## src/rtl/pixel_issue_scheduler.sv

```systemverilog
`default_nettype none
// ============================================================================
// Module   : pixel_issue_scheduler
// Purpose  : Sweeps raster coordinates and issues one pixel per cycle into a
//            fixed-latency, non-stallable RGB datapath. Each pixel's x/y is
//            re-attached to its in-order returning colour. A new pixel is
//            issued only when a result-FIFO slot is reserved for it.
// Revision : 1.0 - initial release
// ============================================================================
module pixel_issue_scheduler #(
   parameter int H_RES        = 1280,
   parameter int V_RES        = 720,
   parameter int MAX_INFLIGHT = 64
) (
   input  logic        clk_in,
   input  logic        rst_in,
   input  logic        start_in,
   input  logic        issue_en_in,
   output logic        busy_out,
   output logic        frame_done_out,
   output logic [10:0] pix_x_out,
   output logic [9:0]  pix_y_out,
   output logic        pix_valid_out,
   input  logic        res_valid_in,
   input  logic [3:0]  res_r_in,
   input  logic [3:0]  res_g_in,
   input  logic [3:0]  res_b_in,
   output logic [10:0] x_out,
   output logic [9:0]  y_out,
   output logic [3:0]  r_out,
   output logic [3:0]  g_out,
   output logic [3:0]  b_out,
   output logic        rgb_valid_out,
   input  logic        rgb_ready_in,
   output logic        err_out
);

   localparam int c_AW = $clog2(MAX_INFLIGHT);
   localparam int c_CW = c_AW + 1;
   localparam int c_TW = 21;              // {x, y}
   localparam int c_RW = 33;              // {x, y, r, g, b}
   localparam logic [10:0]   c_X_LAST  = 11'(H_RES - 1);
   localparam logic [9:0]    c_Y_LAST  = 10'(V_RES - 1);
   localparam logic [c_CW:0] c_CREDITS = (c_CW + 1)'(MAX_INFLIGHT);

   typedef enum logic [1:0] {
      S_IDLE  = 2'd0,
      S_ISSUE = 2'd1,
      S_DRAIN = 2'd2,
      S_DONE  = 2'd3
   } state_t;

   state_t          r_state;
   logic [10:0]     r_x;
   logic [9:0]      r_y;
   logic            r_pix_valid;
   logic [10:0]     r_pix_x;
   logic [9:0]      r_pix_y;
   logic            r_busy;
   logic            r_done;
   logic            r_err;

   logic [c_TW-1:0] r_tag_mem [MAX_INFLIGHT];
   logic [c_AW-1:0] r_tag_wr;
   logic [c_AW-1:0] r_tag_rd;
   logic [c_CW-1:0] r_tag_count;

   logic [c_RW-1:0] r_res_mem [MAX_INFLIGHT];
   logic [c_AW-1:0] r_res_wr;
   logic [c_AW-1:0] r_res_rd;
   logic [c_CW-1:0] r_res_count;

   logic [c_CW:0]   w_inflight;
   logic            w_issue;
   logic            w_tag_pop;
   logic            w_rgb_valid;
   logic            w_res_pop;
   logic [c_TW-1:0] w_tag_head;
   logic [c_RW-1:0] w_res_head;

   // A pixel may issue only if its eventual result is guaranteed a FIFO slot:
   // tags still in the datapath plus results already queued hold all credits.
   assign w_inflight  = {1'b0, r_tag_count} + {1'b0, r_res_count};
   assign w_issue     = (r_state == S_ISSUE) && issue_en_in && (w_inflight < c_CREDITS);
   // A result with no outstanding tag is an error and is dropped.
   assign w_tag_pop   = res_valid_in && (r_tag_count != '0);
   assign w_rgb_valid = (r_res_count != '0);
   assign w_res_pop   = w_rgb_valid && rgb_ready_in;
   assign w_tag_head  = r_tag_mem[r_tag_rd];
   assign w_res_head  = r_res_mem[r_res_rd];

   assign busy_out       = r_busy;
   assign frame_done_out = r_done;
   assign pix_x_out      = r_pix_x;
   assign pix_y_out      = r_pix_y;
   assign pix_valid_out  = r_pix_valid;
   assign rgb_valid_out  = w_rgb_valid;
   assign err_out        = r_err;
   // Head data is masked while empty so the unreset storage never leaks out.
   assign {x_out, y_out, r_out, g_out, b_out} = w_rgb_valid ? w_res_head : '0;

   // Frame state machine, raster sweep and registered issue/status outputs
   always_ff @(posedge clk_in or posedge rst_in) begin
      if (rst_in) begin
         r_state     <= S_IDLE;
         r_x         <= '0;
         r_y         <= '0;
         r_pix_valid <= 1'b0;
         r_pix_x     <= '0;
         r_pix_y     <= '0;
         r_busy      <= 1'b0;
         r_done      <= 1'b0;
      end else begin
         r_pix_valid <= w_issue;
         r_done      <= 1'b0;
         if (w_issue) begin
            r_pix_x <= r_x;
            r_pix_y <= r_y;
         end
         case (r_state)
            S_IDLE: begin
               if (start_in) begin
                  r_state <= S_ISSUE;
                  r_busy  <= 1'b1;
                  r_x     <= '0;
                  r_y     <= '0;
               end
            end
            S_ISSUE: begin
               if (w_issue) begin
                  if (r_x == c_X_LAST) begin
                     r_x <= '0;
                     if (r_y == c_Y_LAST) begin
                        r_y     <= '0;
                        r_state <= S_DRAIN;
                     end else begin
                        r_y <= r_y + 10'd1;
                     end
                  end else begin
                     r_x <= r_x + 11'd1;
                  end
               end
            end
            S_DRAIN: begin
               if ((r_tag_count == '0) && (r_res_count == '0)) begin
                  r_state <= S_DONE;
                  r_busy  <= 1'b0;
                  r_done  <= 1'b1;
               end
            end
            S_DONE: begin
               r_state <= S_IDLE;
            end
            default: begin
               r_state <= S_IDLE;
               r_busy  <= 1'b0;
            end
         endcase
      end
   end

   // Tag/result FIFO pointers, occupancy counts and the sticky error flag
   always_ff @(posedge clk_in or posedge rst_in) begin
      if (rst_in) begin
         r_tag_wr    <= '0;
         r_tag_rd    <= '0;
         r_tag_count <= '0;
         r_res_wr    <= '0;
         r_res_rd    <= '0;
         r_res_count <= '0;
         r_err       <= 1'b0;
      end else begin
         if (w_issue)   r_tag_wr <= r_tag_wr + c_AW'(1);
         if (w_tag_pop) r_tag_rd <= r_tag_rd + c_AW'(1);
         if (w_tag_pop) r_res_wr <= r_res_wr + c_AW'(1);
         if (w_res_pop) r_res_rd <= r_res_rd + c_AW'(1);

         case ({w_issue, w_tag_pop})
            2'b10:   r_tag_count <= r_tag_count + c_CW'(1);
            2'b01:   r_tag_count <= r_tag_count - c_CW'(1);
            default: r_tag_count <= r_tag_count;
         endcase

         case ({w_tag_pop, w_res_pop})
            2'b10:   r_res_count <= r_res_count + c_CW'(1);
            2'b01:   r_res_count <= r_res_count - c_CW'(1);
            default: r_res_count <= r_res_count;
         endcase

         if (res_valid_in && (r_tag_count == '0)) r_err <= 1'b1;
      end
   end

   // FIFO storage; contents are don't-care until the matching count covers them
   always_ff @(posedge clk_in) begin
      if (w_issue)   r_tag_mem[r_tag_wr] <= {r_x, r_y};
      if (w_tag_pop) r_res_mem[r_res_wr] <= {w_tag_head, res_r_in, res_g_in, res_b_in};
   end

endmodule
`default_nettype wire

```

## config.mk

```make
export PLATFORM = sky130hd
export DESIGN_NAME = pixel_issue_scheduler
export DESIGN_NICKNAME = d
export VERILOG_FILES = /design/src/rtl/pixel_issue_scheduler.sv
export SDC_FILE = /design/constraint.sdc
export NUM_CORES = 2
export LEC_CHECK = 0
export CAP_MARGIN = 0
export CELL_PAD_IN_SITES_DETAIL_PLACEMENT = 1
export CELL_PAD_IN_SITES_GLOBAL_PLACEMENT = 1
export CORE_MARGIN = 4
export CORE_UTILIZATION = 50
export CTS_CLUSTER_SIZE = 16
export DETAILED_ROUTE_END_ITERATION = 7
export DONT_BUFFER_PORTS = 1
export PLACE_DENSITY = 0.75
export SLEW_MARGIN = 10
export SYNTH_ARGS = -nofsm -noshare
export SYNTH_HDL_FRONTEND = slang
export SYNTH_SLANG_ARGS = --single-unit
```

## constraint.sdc

```tcl
create_clock -name clk_in -period 5.2 [get_ports clk_in]
set_clock_uncertainty 0.1 [all_clocks]
set_input_delay 0.26 -clock clk_in [delete_from_list [all_inputs] [get_ports clk_in]]
set_output_delay 0.26 -clock clk_in [all_outputs]
set_load 0.02 [all_outputs]
```

After elaboration in Yosys (flattened, before gate mapping)
Memories as Yosys holds them, arrays and structs flattened.
Cells that the tools add are included.
Word-level totals
  memories: 2
  bits in registers: 86
  RAM bits: 3456
  bits of input ports: 18
Memories
  r_res_mem: depth 64, bits a word 33, rd ports 1, clocked after Yosys merged registers in 0, wr ports 1, RTL line 68  | logic [c_RW-1:0] r_res_mem [MAX_INFLIGHT];
  r_tag_mem: depth 64, bits a word 21, rd ports 1, clocked after Yosys merged registers in 0, wr ports 1, RTL line 63  | logic [c_TW-1:0] r_tag_mem [MAX_INFLIGHT];
Operators by class
  add/sub/neg operators: 11
  equal/unequal tests: 14
  magnitude comparators: 1
  reductions and logical operators: 19
  mux-type cells: 27
Operators with widths (count)
  $mux W10: 4
  $mux W11: 3
  $mux W33: 1
  $pmux W7 S2: 2
  $add A6 B1 Y6 const B: 4
  $pmux W11 S2: 1
  $pmux W10 S2: 1
  $add A7 B1 Y7 const B: 2
  $logic_not A7 Y1: 2
  $reduce_bool A7 Y1: 2
  $sub A7 B1 Y7 const B: 2
  $add A11 B1 Y11 const B: 1
  $eq A11 B11 Y1 const B: 1
  $add A10 B1 Y10 const B: 1
  $eq A10 B10 Y1 const B: 1
  $mux W2: 5
  $add A7 B7 Y8: 1
  $eq A2 B2 Y1 const B: 4
  $lt A8 B7 Y1 const B: 1
  $mux W1: 8
  $pmux W2 S4: 1
  $reduce_bool A2 Y1: 4
  $eq A2 B1 Y1 const B: 3
  $logic_and A1 B1 Y1: 6
  other kinds (7): 11

Longest topological paths before layout
  word-level depth: 5
  gate-level depth with buffers: 16
  depth with buffers taken out: 13

Least setup slack after synthesis
No wires, ideal clock.
  path type: reg-to-reg
  start point: register r_tag_count[2]
  end point: memory r_res_mem[45][0], enable pin
  setup slack: 1562 ps
  setup time: 423 ps
  buffers on the path: 2
  stages on the path, launching flop included: 9
  arrival time: 3115 ps
  data required time: 4677 ps
  cell sequence: dfrtp_1 clkbuf_1 nor4_1 nand2_1 nand2_1 inv_1 clkbuf_1 nand4b_1 nor2_1
Between the ends
  longest elaborated chain between the ends: 4
Ends and longest elaborated chain
  from (decl): RTL line 66  | logic [c_CW-1:0] r_tag_count;
  from (signal assigned): RTL line 179  | 2'b10: r_tag_count <= r_tag_count + c_CW'(1);
  from (signal assigned): RTL line 180  | 2'b01: r_tag_count <= r_tag_count - c_CW'(1);
  from (signal assigned): RTL line 181  | default: r_tag_count <= r_tag_count;
  $reduce_bool A7 Y1: RTL line 86  | assign w_tag_pop = res_valid_in && (r_tag_count != '0);
  $logic_and A1 B1 Y1: RTL line 86
  named net w_tag_pop: RTL line 75  | logic w_tag_pop;
  $mux W1: RTL line 197  | if (w_tag_pop) r_res_mem[r_res_wr] <= {w_tag_head, res_r_in, res_g_in, res_b_in};
  $mux W1 (not written as such): RTL line 197
  to (decl): RTL line 68
The timed path passes the listed nets, and every way through them passes these cells.

Worst setup path after layout
  start point: register r_res_rd[2]
  end point: output x_out[7]
Between the ends
  longest elaborated chain between the ends: 2
Ends and longest elaborated chain
  from (decl): RTL line 70  | logic [c_AW-1:0] r_res_rd;
  from (signal assigned): RTL line 176  | if (w_res_pop) r_res_rd <= r_res_rd + c_AW'(1);
  $mem_v2 Z64 W33
  $mux W33: RTL line 100  | assign {x_out, y_out, r_out, g_out, b_out} = w_rgb_valid ? w_res_head : '0;
  to (decl): RTL line 28  | output logic [10:0] x_out,
No other way between the ends.

==> metrics <==
Post-synth EDFFs about 3500; Crit path max-delay family compound AO/OA/AOI/OAI gates; Post-DRT Antenna Nets 0; DR vias 65830; worst-path cell chain nor2b_1, nand2_1, o211ai_1, a211oi_1, a21oi_1, o21ai_1; worst-case clock buffer depth 4; die width approximately 530 um; PortBufs 0; Area Growth Syn to Fin 13.52%; post-synth design cell area between 0.1 and 0.15 mm2; Critical R2R Launch r_state[1]$_DFFE_PP0P_; CTS tree done; critical path peak fanout 26; Starting Density 50.22%; GPL Wtd Cong 0.7813; Max Freq between 0.2 and 0.25 GHz; worst path arrival time roughly 4.5 ns; Ys Warns 0; asr flop ratio synth under 10%; Mapped Nets 5790; synth cell count leaders edfxtp_1, mux4_2, nand2_1; syn_area_per_cell 23.64 um2; leak pwr about 47 nW; crit path kind flop to output pin; min-delay src start_in; vias in the first global route 69020; TritonCTS Buffers 355; antenna violations before repair 5; Top FF cell, synth edfxtp_1; Buf+Inv Stages, Crit Path 0; total global routing overflow 0; slowest cell delay on critical path 0.86 ns; Hold Vio Cnt, Final 0; Detail Placement HPWL just under 200000 um; Slew headroom approximately 14%; # rows between 150 and 200; fin crit share 92.89%; die height ~530 um; WL final 360600 um; GRT Util Overall roughly 26%; DR WL/cell 36.17 um; status complete, no violations; Setup crit start r_res_rd[2]$_DFFE_PP0P_; drt first pass iters 7; pin count of the biggest net entering global routing 87; Placeable Area between 0.2 and 0.3 mm2; Seq cells post-synth 3542; Max-Cap Viols 0; worst skew pair latency about 0.94 ns; first-pass GRT wire length around 520000 um; Final Setup Violations 0; share of the synthesized area in the top cell type around three quarters; Post-Syn Instances between 5000 and 6000; library cells used by synthesis between 50 and 60; Clock Pin Slew Worst Setup and Hold Paths roughly 0.06 ns; CTS HTree Levels 5; Die Footprint roughly 0.28 mm2; worst hold path type primary input to flop; RSZ-0062 raised after global routing false; dpl cells 9296; sequential area share after synthesis ~78%; Power Density 555.0 mW/mm2; Synth area leader edfxtp_1; fin crit period approximately 4.8 ns; DRT iter0 DRCs 10180; Startpoint Class flop; Critical Path End Type output pin; count leader, synth edfxtp_1; DRC 0; Peak VDD IR 0.4493 mV; Critical Path RT ~4.8 ns; I/O pin count just under 80; fraction of layout cells with a size suffix above 1 32.05%; Finished Layout Cells 9970; clk sink count roughly 3500; nets between 6000 and 7000; Setup TNS 0 ns; CTS root buffer clkbuf_16; Synth area leaders edfxtp_1, mux4_2, dfrtp_1; drt via density ~6.6; Worst Tran Pin Value 1.286 ns; Slew Viols, Final 0; Slowest cell on crit path dfrtp_4
final cells by class:
class / count / area [um2]
clock inverter: 206 / 2138
tap: 3570 / 4467
inverter: 18 / 70.07
timing repair buffer: 324 / 3115
clock buffer: 432 / 9295
antenna: 3 / 7.507
sequential: 3542 / 106000
multi-input combinational: 1875 / 29140
fill: 22380 / 116300
what timing repair did:
action / in CTS / in global routing
setup endpoints to repair: 0 / 9
hold buffers: 32 / 0
gates resized for setup: 0 / 1
endpoints found under the hold margin: 911 / 0
setup buffers: 0 / 1
logic make-up after synthesis:
group | share of synthesized area, %
xor+xnor | 0.2128
compound gates | 1.324
simple gates | 1.533
flops | 77.98
mux | 17.60
buf+inv | 1.115
fa+ha+maj | 0.2358
through the flow:
| step | setup slack (ns) | hold WS [ns] | utilization (%) | cell area [um2] | power [mW] |
|---|---|---|---|---|---|
| 2_1_floorplan | 1.562 | 0.2589 | - | 135900 | 52.19 |
| 3_3_place_gp | 1.080 | 0.09144 | 52.57 | 142200 | 59.78 |
| 3_5_place_dp | 0.8972 | 0.1052 | 52.57 | 142200 | 60.75 |
| 4_1_cts | 0.05228 | 0.04607 | 56.99 | 154200 | 85.96 |
| 5_1_grt | 0.1818 | 0.08251 | 57.01 | 154200 | 88.61 |
| 6_report | 0.3697 | 0.09259 | 57.01 | 154200 | 85.60 |
cells in the final DEF, fill, tap and decap left out, types with 15 or more instances in the layout:
master and count:
nand2_1 147, mux2i_1 49, nand2_2 21, clkbuf_1 67
clkinv_1 70, dfrtp_2 21, nor2b_1 26, a22oi_1 90
clkinv_2 65, dlygate4sd3_1 19, buf_4 262, clkbuf_16 357
nor2_2 64, xnor2_1 20, o211ai_1 16, nor2_4 67
bufinv_16 27, a211oi_1 33, nor2_1 32, inv_1 17
ha_1 24, a21oi_1 30, nand3_1 24, buf_12 30
mux4_2 1037, dfrtp_1 57, o21ai_0 39, o21ai_1 15
edfxtp_1 3456
power breakdown:
group	total (mW)	internal, mW	switching [mW]
clock	25.2	14.2	11.0
sequential	36.7	35.7	1.08
combinational	23.7	8.89	14.8
total	85.6	58.7	26.8
worst reg2reg max path, stage by stage, from the launching register on:
cell	delay, ns
dfrtp_1	0.39
inv_1	0.09
ha_1	0.59
nand4b_1	0.16
a21o_1	0.19
buf_4	0.25
inv_1	0.25
nand4b_1	0.70
nor2_2	0.93
buf_4	0.41
registers in the layout (all words and copies together) (netlist names):
name	cells
pix_valid_out	1
r_y	10
pix_x_out	11
busy_out	1
r_x	11
r_tag_mem	1344
err_out	1
frame_done_out	1
r_res_wr	6
r_res_rd	6
r_res_mem	2112
pix_y_out	10
r_tag_rd	6
r_res_count	7
r_tag_wr	6
r_tag_count	7
r_state	2
metal layers:
metal  track usage [%]  vias to the layer above  wire length, um
li1                  -                    25320                -
met1             37.40                    35480           135600
met2             40.44                     4452           174200
met3             5.623                      581            40240
met4             7.259                        0            10580
met5                 0                        -                0
final timing paths:
path	endpoint	slack [ns]	depth (start not counted)
worst max-delay path	x_out[7]	0.37	6
worst min-delay path	busy_out$_DFFE_PP0P_	0.09	4
worst max register to register	r_tag_mem[21][15]$_DFFE_PP_	0.81	9
worst min register to register	r_res_count[6]$_DFFE_PP0P_	0.41	1
max in group asynchronous	r_tag_rd[0]$_DFFE_PP0P_	3.81	4
min in group asynchronous	r_res_wr[2]$_DFFE_PP0P_	0.31	4
No activity file was read; power rests on OpenSTA's default activity.
